[config.mk]
export PLATFORM = sky130hd
export DESIGN_NAME = uart_rx_os
export DESIGN_NICKNAME = d
export VERILOG_FILES = /design/src/rtl/uart_rx_os.sv
export SDC_FILE = /design/constraint.sdc
export NUM_CORES = 1
export LEC_CHECK = 0
export BUFFER_PORTS_ARGS = -buffer_cell sky130_fd_sc_hd__buf_2
export CAP_MARGIN = 10
export CELL_PAD_IN_SITES_DETAIL_PLACEMENT = 1
export CELL_PAD_IN_SITES_GLOBAL_PLACEMENT = 2
export CORE_ASPECT_RATIO = 1.1
export CORE_MARGIN = 2
export CORE_UTILIZATION = 44
export CTS_BUF_LIST = sky130_fd_sc_hd__clkbuf_8 sky130_fd_sc_hd__clkbuf_16
export DETAILED_ROUTE_END_ITERATION = 6
export PLACE_DENSITY = 0.9
export REMOVE_ABC_BUFFERS = 1
export SKIP_CTS_REPAIR_TIMING = 1
export SKIP_LAST_GASP = 1
export SYNTH_ARGS = -nofsm -noshare
export SYNTH_HDL_FRONTEND = slang
export SYNTH_SLANG_ARGS = --single-unit
[constraint.sdc]
create_clock -name clk -period 3.6 [get_ports clk]
set_input_delay 0.72 -clock clk [delete_from_list [all_inputs] [get_ports clk]]
set_output_delay 0.72 -clock clk [all_outputs]
set_load 0.05 [all_outputs]
[src/rtl/uart_rx_os.sv]
// uart_rx_os: 16x oversampling UART receiver with a first-word-fall-through receive FIFO and sticky error flags.
// Break detection is compiled in only when UART_RX_BREAK_DET_EN is defined.
module uart_rx_os #(
    parameter int FIFO_DEPTH = 16,
    parameter int OVERSAMPLE = 16
) (
    input  logic                          clk,
    input  logic                          rx_rstn,
    input  logic [15:0]                   baud_div,
    input  logic                          rx,
    input  logic [3:0]                    data_length,
    input  logic                          check,
    input  logic [1:0]                    parity_mode,
    input  logic                          stop_bits,
    input  logic                          rx_fifo_read,
    input  logic                          fifo_clr,
    input  logic                          p_error_ack,
    input  logic                          st_error_ack,
    input  logic                          ovr_ack,
    output logic [7:0]                    data_to_reg,
    output logic [$clog2(FIFO_DEPTH):0]   rx_fifo_cnt,
    output logic                          rx_fifo_empty,
    output logic                          rx_fifo_full,
    output logic                          p_error,
    output logic                          st_error,
    output logic                          overrun,
    output logic                          break_det,
    output logic                          rx_work
);
    localparam int         AW        = $clog2(FIFO_DEPTH);
    localparam logic [3:0] LAST_TICK = 4'(OVERSAMPLE - 1);
    localparam logic [AW:0] DEPTH_CNT = (AW+1)'(FIFO_DEPTH);

    typedef enum logic [2:0] {IDLE, START, DATA, PARITY, STOP1, STOP2} state_t;

    state_t      state_reg, state_next;
    logic        rx_meta_reg, rx_sync_reg, rx_prev_reg;
    logic [15:0] div_eff, div_cnt_reg;
    logic [3:0]  tick_cnt_reg;
    logic        s7_reg, s8_reg;
    logic        start_edge, baud_tick, samp_tick, bit_end, maj;
    logic [2:0]  bit_idx_reg, last_idx;
    logic [7:0]  data_reg;
    logic        exp_par;
    logic        frame_done, wr_pending_reg;
    logic        p_err_set, st_err_set, ovr_set;
    logic        p_error_reg, st_error_reg, overrun_reg;
`ifdef UART_RX_BREAK_DET_EN
    logic        brk_set, brk_wait_reg, all_zero_reg, break_det_reg;
`endif

    // FIFO storage and pointers
    logic [7:0]    mem [FIFO_DEPTH];
    logic [AW-1:0] wr_ptr_reg, rd_ptr_reg, rd_ptr_inc;
    logic [AW:0]   cnt_reg, cnt_next;
    logic [7:0]    head_reg;
    logic          rd_ok, push_ok;

    always_ff @(posedge clk or negedge rx_rstn) begin
        if (!rx_rstn) begin
            rx_meta_reg <= 1'b1;
            rx_sync_reg <= 1'b1;
            rx_prev_reg <= 1'b1;
        end else begin
            rx_meta_reg <= rx;
            rx_sync_reg <= rx_meta_reg;
            rx_prev_reg <= rx_sync_reg;
        end
    end

    assign div_eff    = (baud_div == 16'd0) ? 16'd1 : baud_div;
    assign start_edge = (state_reg == IDLE) && rx_prev_reg && !rx_sync_reg;
    assign baud_tick  = !start_edge && (div_cnt_reg >= div_eff - 16'd1);
    assign samp_tick  = baud_tick && (tick_cnt_reg == 4'd9);
    assign bit_end    = baud_tick && (tick_cnt_reg == LAST_TICK);
    assign maj        = (s7_reg & s8_reg) | (s7_reg & rx_sync_reg) | (s8_reg & rx_sync_reg);

    // Baud divider restarts on the start edge so every bit is timed from the detected edge.
    always_ff @(posedge clk or negedge rx_rstn) begin
        if (!rx_rstn) begin
            div_cnt_reg  <= 16'd0;
            tick_cnt_reg <= 4'd0;
            s7_reg       <= 1'b1;
            s8_reg       <= 1'b1;
        end else begin
            if (start_edge || baud_tick)
                div_cnt_reg <= 16'd0;
            else
                div_cnt_reg <= div_cnt_reg + 16'd1;
            if (state_reg == IDLE)
                tick_cnt_reg <= 4'd0;
            else if (baud_tick)
                tick_cnt_reg <= tick_cnt_reg + 4'd1;
            if (baud_tick && tick_cnt_reg == 4'd7)
                s7_reg <= rx_sync_reg;
            if (baud_tick && tick_cnt_reg == 4'd8)
                s8_reg <= rx_sync_reg;
        end
    end

    always_comb begin
        last_idx = 3'd7;
        if (data_length >= 4'd5 && data_length <= 4'd7)
            last_idx = 3'(data_length - 4'd1);
    end

    always_comb begin
        case (parity_mode)
            2'b00:   exp_par = ^data_reg;
            2'b01:   exp_par = ~^data_reg;
            2'b10:   exp_par = 1'b0;
            default: exp_par = 1'b1;
        endcase
    end

    always_ff @(posedge clk or negedge rx_rstn) begin
        if (!rx_rstn)
            state_reg <= IDLE;
        else
            state_reg <= state_next;
    end

    always_comb begin
        state_next = state_reg;
        frame_done = 1'b0;
        p_err_set  = 1'b0;
        st_err_set = 1'b0;
`ifdef UART_RX_BREAK_DET_EN
        brk_set    = 1'b0;
`endif
        case (state_reg)
            IDLE: begin
                if (start_edge)
                    state_next = START;
            end
            START: begin
                if (samp_tick && maj)
                    state_next = IDLE;
                else if (bit_end)
                    state_next = DATA;
            end
            DATA: begin
                if (bit_end && bit_idx_reg == last_idx)
                    state_next = check ? PARITY : STOP1;
            end
            PARITY: begin
                if (samp_tick && (maj != exp_par))
                    p_err_set = 1'b1;
                if (bit_end)
                    state_next = STOP1;
            end
            STOP1: begin
`ifdef UART_RX_BREAK_DET_EN
                if (brk_wait_reg) begin
                    if (rx_sync_reg)
                        state_next = IDLE;
                end else if (samp_tick && !maj && all_zero_reg) begin
                    brk_set    = 1'b1;
                    st_err_set = 1'b1;
                    frame_done = 1'b1;
                end else
`endif
                if (samp_tick) begin
                    st_err_set = !maj;
                    if (!stop_bits) begin
                        frame_done = 1'b1;
                        state_next = IDLE;
                    end
                end else if (bit_end && stop_bits) begin
                    state_next = STOP2;
                end
            end
            STOP2: begin
                if (samp_tick) begin
                    st_err_set = !maj;
                    frame_done = 1'b1;
                    state_next = IDLE;
                end
            end
            default: state_next = IDLE;
        endcase
    end

    // Shift-in datapath; the FIFO push trails the final stop sample by one clk.
    always_ff @(posedge clk or negedge rx_rstn) begin
        if (!rx_rstn) begin
            data_reg       <= 8'd0;
            bit_idx_reg    <= 3'd0;
            wr_pending_reg <= 1'b0;
        end else begin
            wr_pending_reg <= frame_done;
            if (start_edge) begin
                data_reg    <= 8'd0;
                bit_idx_reg <= 3'd0;
            end else if (state_reg == DATA) begin
                if (samp_tick)
                    data_reg[bit_idx_reg] <= maj;
                if (bit_end)
                    bit_idx_reg <= bit_idx_reg + 3'd1;
            end
        end
    end

`ifdef UART_RX_BREAK_DET_EN
    always_ff @(posedge clk or negedge rx_rstn) begin
        if (!rx_rstn) begin
            all_zero_reg <= 1'b1;
            brk_wait_reg <= 1'b0;
        end else begin
            if (start_edge)
                all_zero_reg <= 1'b1;
            else if ((state_reg == DATA || state_reg == PARITY) && samp_tick && maj)
                all_zero_reg <= 1'b0;
            if (brk_set)
                brk_wait_reg <= 1'b1;
            else if (state_reg != STOP1)
                brk_wait_reg <= 1'b0;
        end
    end
`endif

    assign rd_ok      = rx_fifo_read && (cnt_reg != '0);
    assign push_ok    = wr_pending_reg && !fifo_clr && ((cnt_reg != DEPTH_CNT) || rd_ok);
    assign ovr_set    = wr_pending_reg && !fifo_clr && (cnt_reg == DEPTH_CNT) && !rd_ok;
    assign rd_ptr_inc = rd_ptr_reg + 1'b1;
    assign cnt_next   = cnt_reg + (AW+1)'(push_ok) - (AW+1)'(rd_ok);

    always_ff @(posedge clk) begin
        if (push_ok)
            mem[wr_ptr_reg] <= data_reg;
    end

    // Head register is loaded from the next read address, bypassing the write when the FIFO runs dry.
    always_ff @(posedge clk or negedge rx_rstn) begin
        if (!rx_rstn) begin
            wr_ptr_reg <= '0;
            rd_ptr_reg <= '0;
            cnt_reg    <= '0;
            head_reg   <= 8'd0;
        end else if (fifo_clr) begin
            wr_ptr_reg <= '0;
            rd_ptr_reg <= '0;
            cnt_reg    <= '0;
            head_reg   <= 8'd0;
        end else begin
            if (push_ok)
                wr_ptr_reg <= wr_ptr_reg + 1'b1;
            if (rd_ok)
                rd_ptr_reg <= rd_ptr_inc;
            cnt_reg <= cnt_next;
            if (cnt_next == '0)
                head_reg <= 8'd0;
            else if (push_ok && (cnt_reg == '0 || (rd_ok && cnt_reg == (AW+1)'(1))))
                head_reg <= data_reg;
            else if (rd_ok)
                head_reg <= mem[rd_ptr_inc];
        end
    end

    // Set wins over a same-cycle acknowledge.
    always_ff @(posedge clk or negedge rx_rstn) begin
        if (!rx_rstn) begin
            p_error_reg  <= 1'b0;
            st_error_reg <= 1'b0;
            overrun_reg  <= 1'b0;
        end else begin
            p_error_reg  <= p_err_set  | (p_error_reg  & ~p_error_ack);
            st_error_reg <= st_err_set | (st_error_reg & ~st_error_ack);
            overrun_reg  <= ovr_set    | (overrun_reg  & ~ovr_ack);
        end
    end

`ifdef UART_RX_BREAK_DET_EN
    // A break is a framing error, so it shares the stop-error acknowledge.
    always_ff @(posedge clk or negedge rx_rstn) begin
        if (!rx_rstn)
            break_det_reg <= 1'b0;
        else
            break_det_reg <= brk_set | (break_det_reg & ~st_error_ack);
    end
    assign break_det = break_det_reg;
`else
    assign break_det = 1'b0;
`endif

    assign data_to_reg   = head_reg;
    assign rx_fifo_cnt   = cnt_reg;
    assign rx_fifo_empty = (cnt_reg == '0);
    assign rx_fifo_full  = (cnt_reg == DEPTH_CNT);
    assign p_error       = p_error_reg;
    assign st_error      = st_error_reg;
    assign overrun       = overrun_reg;
    assign rx_work       = (state_reg != IDLE);

endmodule
== Word-level counts from Yosys, hierarchy flattened ==
Memory sizes are Yosys's and may differ from the RTL's.
Cells that the tools add are included.

* Word-level logic and storage cells: 163
* Input port bits: 32
* Flip-flop bits (word level): 64
* Memory bits (writable): 128
* Memories kept: 1
* Output and inout bits: 20

* Add/subtract/negate cells: 9
* Muxes and demuxes: 45
* Order comparisons: 5
* Reduce and logical (&&, ||, !) cells: 48
* Equality and inequality tests: 23
* Bitwise operators: 14

{| class="wikitable"
|+ Memory list
! memory !! words !! width !! rd ports !! clocked after Yosys merged registers in !! write ports !! RTL line !! text
|-
| mem || 16 || 8 || 1 || 0 || 1 || 53 || <nowiki>logic [7:0] mem [FIFO_DEPTH];</nowiki>
|}

{| class="wikitable"
|+ Operator list
! operator !! count
|-
| $mux W8 || 7
|-
| $mux W3 || 14
|-
| $mux W16 || 2
|-
| $mux W4 || 6
|-
| $logic_and A1 B1 Y1 || 20
|-
| $pmux W3 S6 || 1
|-
| $add A16 B1 Y16 const B || 1
|-
| $ge A16 B16 Y1 || 1
|-
| $logic_not A16 Y1 || 1
|-
| $sub A16 B1 Y16 const B || 1
|-
| $add A4 B1 Y4 const B || 3
|-
| $eq A4 B4 Y1 const B || 3
|-
| $reduce_bool A2 Y1 || 6
|-
| $logic_not A5 Y1 || 2
|-
| $mux W1 || 10
|-
| $ne A3 B3 Y1 const B || 3
|-
| $bwmux W8 || 1
|-
| $ne A2 B2 Y1 const B || 4
|-
| $reduce_xnor A8 Y1 || 1
|-
| $reduce_xor A8 Y1 || 1
|-
| $reduce_and A7 Y1 || 1
|-
| $and A1 B1 Y1 || 6
|-
| $eq A3 B2 Y1 const B || 2
|-
| $eq A3 B3 Y1 const B || 2
|-
| other kinds (32) || 45
|}

== Logic depth before layout (Yosys ltp) ==
* Word-level depth: 10
* Depth in mapped cells: 18
* Gate-level depth less buffers: 17

== Worst setup path before layout ==
Ideal clock, no wire load.

* Kind: flip-flop to flip-flop
* Start: register cnt_reg[3] (netlist: rx_fifo_cnt[3])
* End: register head_reg[0] (netlist: data_to_reg[0])
* Data required time: 3.506 ns
* Path slack: -0.582 ns
* Clock period less this slack: 4.182 ns
* Library setup time: 0.094 ns
* Path buffers: 1
* Cell stages (with the launch flop): 18
* Arrival time: 4.088 ns
* Cells stage by stage: dfrtp_1 -> inv_1 -> ha_1 -> nand2b_1 -> nor3_1 -> nor2b_1 -> buf_2 -> o21ai_1 -> ha_1 -> inv_1 -> fa_1 -> inv_1 -> a21oi_1 -> nor2_1 -> nor2_1 -> xnor2_1 -> a41o_1 -> a211oi_1

* Elaborated cells between the ends (all ways): 17
* Those cells by class: add/sub: 2; eq/ne: 2; mux: 3; reduce/logical: 10

{| class="wikitable"
|+ RTL lines
! item !! RTL line !! text
|-
| start, declared || 55 || <nowiki>logic [AW:0] cnt_reg, cnt_next;</nowiki>
|-
| start signal, assigned || 250 || <nowiki>cnt_reg <= cnt_next;</nowiki>
|-
| $logic_not A5 Y1 (*) || - ||
|-
| via rx_fifo_empty || 22 || <nowiki>output logic rx_fifo_empty,</nowiki>
|-
| $logic_or A1 B1 Y1 (*) || 253 || <nowiki>else if (push_ok && (cnt_reg == '0 || (rd_ok && cnt_reg == (AW+1)'(1))))</nowiki>
|-
| $logic_and A1 B1 Y1 (*) || 253 ||
|-
| $mux W8 || 253 ||
|-
| $mux W8 || 251 || <nowiki>if (cnt_next == '0)</nowiki>
|-
| $mux W8 || 240 || <nowiki>end else if (fifo_clr) begin</nowiki>
|-
| end signal, assigned || 254 || <nowiki>head_reg <= data_reg;</nowiki>
|-
| end signal, assigned || 256 || <nowiki>head_reg <= mem[rd_ptr_inc];</nowiki>
|-
| end, declared || 56 || <nowiki>logic [7:0] head_reg;</nowiki>
|}

The timed path passes the listed nets; every way through them passes the cells marked *.
A chain may end at the register's enable or synchronous reset.

== Worst setup path in the final report ==
* Start: input port baud_div[8]
* End: register data_reg[6]

* Word-level cells in the longest chain between the ends: 8

{| class="wikitable"
|+ RTL lines
! item !! RTL line !! text
|-
| start, declared || 9 || <nowiki>input logic [15:0] baud_div,</nowiki>
|-
| $logic_not A16 Y1 || 71 || <nowiki>assign div_eff = (baud_div == 16'd0) ? 16'd1 : baud_div;</nowiki>
|-
| $mux W16 (*) || 71 ||
|-
| $sub A16 B1 Y16 (*) || 73 || <nowiki>assign baud_tick = !start_edge && (div_cnt_reg >= div_eff - 16'd1);</nowiki>
|-
| $ge A16 B16 Y1 (*) || 73 ||
|-
| $logic_and A1 B1 Y1 (*) || 73 ||
|-
| $logic_and A1 B1 Y1 (*) || 74 || <nowiki>assign samp_tick = baud_tick && (tick_cnt_reg == 4'd9);</nowiki>
|-
| $reduce_bool A2 Y1 (no line) (*) || - ||
|-
| $reduce_and A2 Y1 (no line) (*) || - ||
|-
| end signal, assigned by index || 197 || <nowiki>data_reg[bit_idx_reg] <= maj;</nowiki>
|-
| end, declared || 43 || <nowiki>logic [7:0] data_reg;</nowiki>
|}

Mark *: on every way between the ends. The rest lies on a longest branch, timed or not.

==> flow_summary.json <==
{
  "status": "finished with violations",
  "violations": "negative setup slack",
  "period_minus_slack_ns": 3.74,
  "io_pins": 52,
  "fin_ws_ns": -0.140,
  "start_kind": "primary input",
  "cts_made_buffers": 17,
  "cts_tree": "built",
  "cts_root_buffer": "clkbuf_16",
  "finalSetupViolations": 29,
  "areaGrowthSynthToFinish_pct": 17.2,
  "synthFlopType": "edfxtp_1",
  "synth_cells": 659,
  "final-hold-violation-count": 0,
  "detail-route-antenna-nets": 0,
  "yosysSeqAreaShare": 0.598,
  "maxCapViolations": 0,
  "share_comb_of_total_power": 0.260,
  "ff2ff_setup_slack_ns": 0.30,
  "post-dp-hpwl_um": 15700,
  "place_congestion": 0.826,
  "htree_levels": 4,
  "end_kind": "flip-flop",
  "worstReg2RegStart": "rx_fifo_cnt[3]",
  "die_h_um": 155,
  "critical_path_arrival_ns": 4.02,
  "max_slew_margin": 0.409,
  "dr.pass1.iters": 5,
  "whs_path_depth": 0,
  "r2r_end": "data_to_reg[6]",
  "yosysTopAreaCell": "edfxtp_1",
  "rows": 55,
  "clock_path_buffers": 2,
  "drt-total-wl_um": 22300,
  "viasPerCell": 5.71,
  "synth_area_um2": 9120,
  "drc": 0,
  "synth_edf_count": 128,
  "grt_pass1_wl_um": 35100,
  "async_reset_ff_frac": 0.333,
  "swShare": 0.325,
  "hold_class": "flip-flop to flip-flop",
  "yosysTopAreaCellShare": 0.421,
  "vias": 5840,
  "avgSynthCellArea_um2": 13.8,
  "cellLeakagePower_nw": 4.21,
  "clkPwrFrac": 0.294,
  "grt_pass1_vias": 6402,
  "fillCellCount": 2027,
  "grt_max_degree": 35,
  "grt_use_total": 0.210,
  "cts.sinks": 192,
  "antenna_found_initial": 0,
  "nNetsFinal": 821,
  "largest_reg_flops": 128,
  "multi_input_area_um2": 3600,
  "tns_ns": -1.56,
  "yosys_register_bits": 192,
  "place_inst": 986,
  "grt.overflow.total": 0,
  "core_um2": 20400,
  "synth_area_leaders": "edfxtp_1 (42%), dfrtp_1 (16%), mux4_2 (9.9%)",
  "ff_latch_area_um2": 5450,
  "finalNonFillerCells": 1023,
  "drive_above_1_share": 0.279,
  "worst-path-max-fanout": 6,
  "pwr-share-seq": 0.446,
  "clk-insertion-delay-late_ns": 0.44,
  "die-area_um2": 21900,
  "start_util": 0.446,
  "diodes": 0,
  "routedWlPerCell_um": 21.8,
  "irDropWorstVdd_v": 0.000283,
  "port-buffer-count": 50,
  "power.density_nw_per_um2": 573,
  "finalCritPeriodShare": 1.04,
  "worst_slew_pin_slew_ns": 0.884,
  "reg2reg_depth": 17,
  "synth_common_cells": "edfxtp_1 (128), nor2_1 (66), dfrtp_1 (59)",
  "yosysWarnings": 0,
  "ys_types": 68,
  "drv_slew": 0,
  "synth_most_common_cell": "edfxtp_1",
  "netSwitchingPower_w": 0.00199,
  "rsz0062_at_grt": "yes",
  "internal_power_w": 0.00413,
  "fin_skew_ns": 0.0120,
  "cp.required_ns": 3.88,
  "max_freq_mhz": 267,
  "drt_iter0_markers": 359,
  "die_x_um": 141,
  "clkTransAtPathRegs_ns": 0.07,
  "min-delay-start": "rx_meta_reg",
  "worst-setup-path-type": "primary input to flip-flop",
  "min_to": "rx_sync_reg"
}
[worst max path at each step]
stage                               from  cells after the start             end  slack, ns
final                        baud_div[8]                     17     data_reg[6]      -0.14
after global routing         baud_div[8]                     18     data_reg[2]      -0.31
after global placement       baud_div[8]                     18     data_reg[5]      -0.59
after detailed placement     baud_div[8]                     18     data_reg[5]      -0.75
after floorplan           rx_fifo_cnt[3]                     16  data_to_reg[0]      -0.69
after CTS                    baud_div[8]                     18     data_reg[4]      -0.33
[layout make-up]
cell class / instances / share of cell area
Timing Repair Buffer: 101 / 0.0623
Tap cell: 256 / 0.0300
Multi-Input combinational cell: 417 / 0.337
Clock buffer: 17 / 0.0398
Clock inverter: 15 / 0.0125
Sequential cell: 192 / 0.510
Inverter: 25 / 0.00878
[metrics by stage]
step	worst slack (ns)	util	hold slack, ns	instance area (um^2)	total power, W
after floorplan	-0.685	-	0.345	9000	0.00384
after global placement	-0.587	0.485	0.348	9910	0.00426
after detailed placement	-0.752	0.485	0.351	9910	0.00436
after CTS	-0.326	0.512	0.359	10500	0.00616
after global routing	-0.312	0.523	0.363	10700	0.00641
final	-0.140	0.523	0.356	10700	0.00612
[per-layer routing]
layer	vias to the layer above	wire, um	track usage
met4	0	697	0.0819
met1	2988	9100	0.257
met5	-	0	0
met2	158	11700	0.373
met3	42	777	0.0339
li1	2652	-	-
[placed cells by master, fill, tap and decap left out, types with 4 or more instances in the layout]
cell / n
dfstp_2: 5
mux2i_1: 4
xor2_1: 22
mux4_2: 40
inv_1: 24
nand4_1: 11
o22ai_1: 4
nor4_1: 7
edfxtp_1: 128
nand2b_1: 7
a21oi_1: 18
and2_1: 7
nand2_1: 41
buf_4: 48
buf_6: 4
clkinvlp_4: 4
xnor2_1: 30
buf_2: 48
nor3_1: 9
a21oi_2: 5
nor2b_1: 9
clkbuf_16: 17
nor2_1: 65
and3_1: 6
o21ai_0: 5
a211oi_1: 9
dfrtp_1: 58
nand3_1: 17
ha_1: 33
[power by group through the flow]
| stage | logic [W] | clock network (W) | registers, W |
|---|---|---|---|
| after floorplan | 0.000944 | 0 | 0.00290 |
| after global placement | 0.00151 | 0 | 0.00275 |
| after detailed placement | 0.00158 | 0 | 0.00278 |
| after CTS | 0.00160 | 0.00183 | 0.00273 |
| after global routing | 0.00174 | 0.00191 | 0.00275 |
| final | 0.00159 | 0.00180 | 0.00273 |
[cell families (layout without fill, tap and decap cells)]
kind of cell	count (synthesis)	count (layout)	share of synthesized area
compound gates	72	72	0.0536
xor+xnor	54	54	0.0535
fa+ha+maj	36	36	0.0499
buf+inv	50	158	0.0239
flops	192	192	0.598
mux	46	46	0.106
other cells	1	1	0.000411
simple gates	208	208	0.115
[critical path: stages]
cell and delay [ns]:
buf_6 0.09, or4_4 0.54, nor4_4 0.16, a31oi_2 0.15, ha_2 0.22, nand2b_1 0.10, or3_4 0.16, nor3_4 0.04
xnor2_1 0.12, ha_1 0.33, nand4_1 0.14, a211o_1 0.31, o21ai_2 0.21, nand4_1 0.14, buf_6 0.18, o311ai_4 0.29
o41ai_2 0.13
Power figures use the tool's default switching activity.
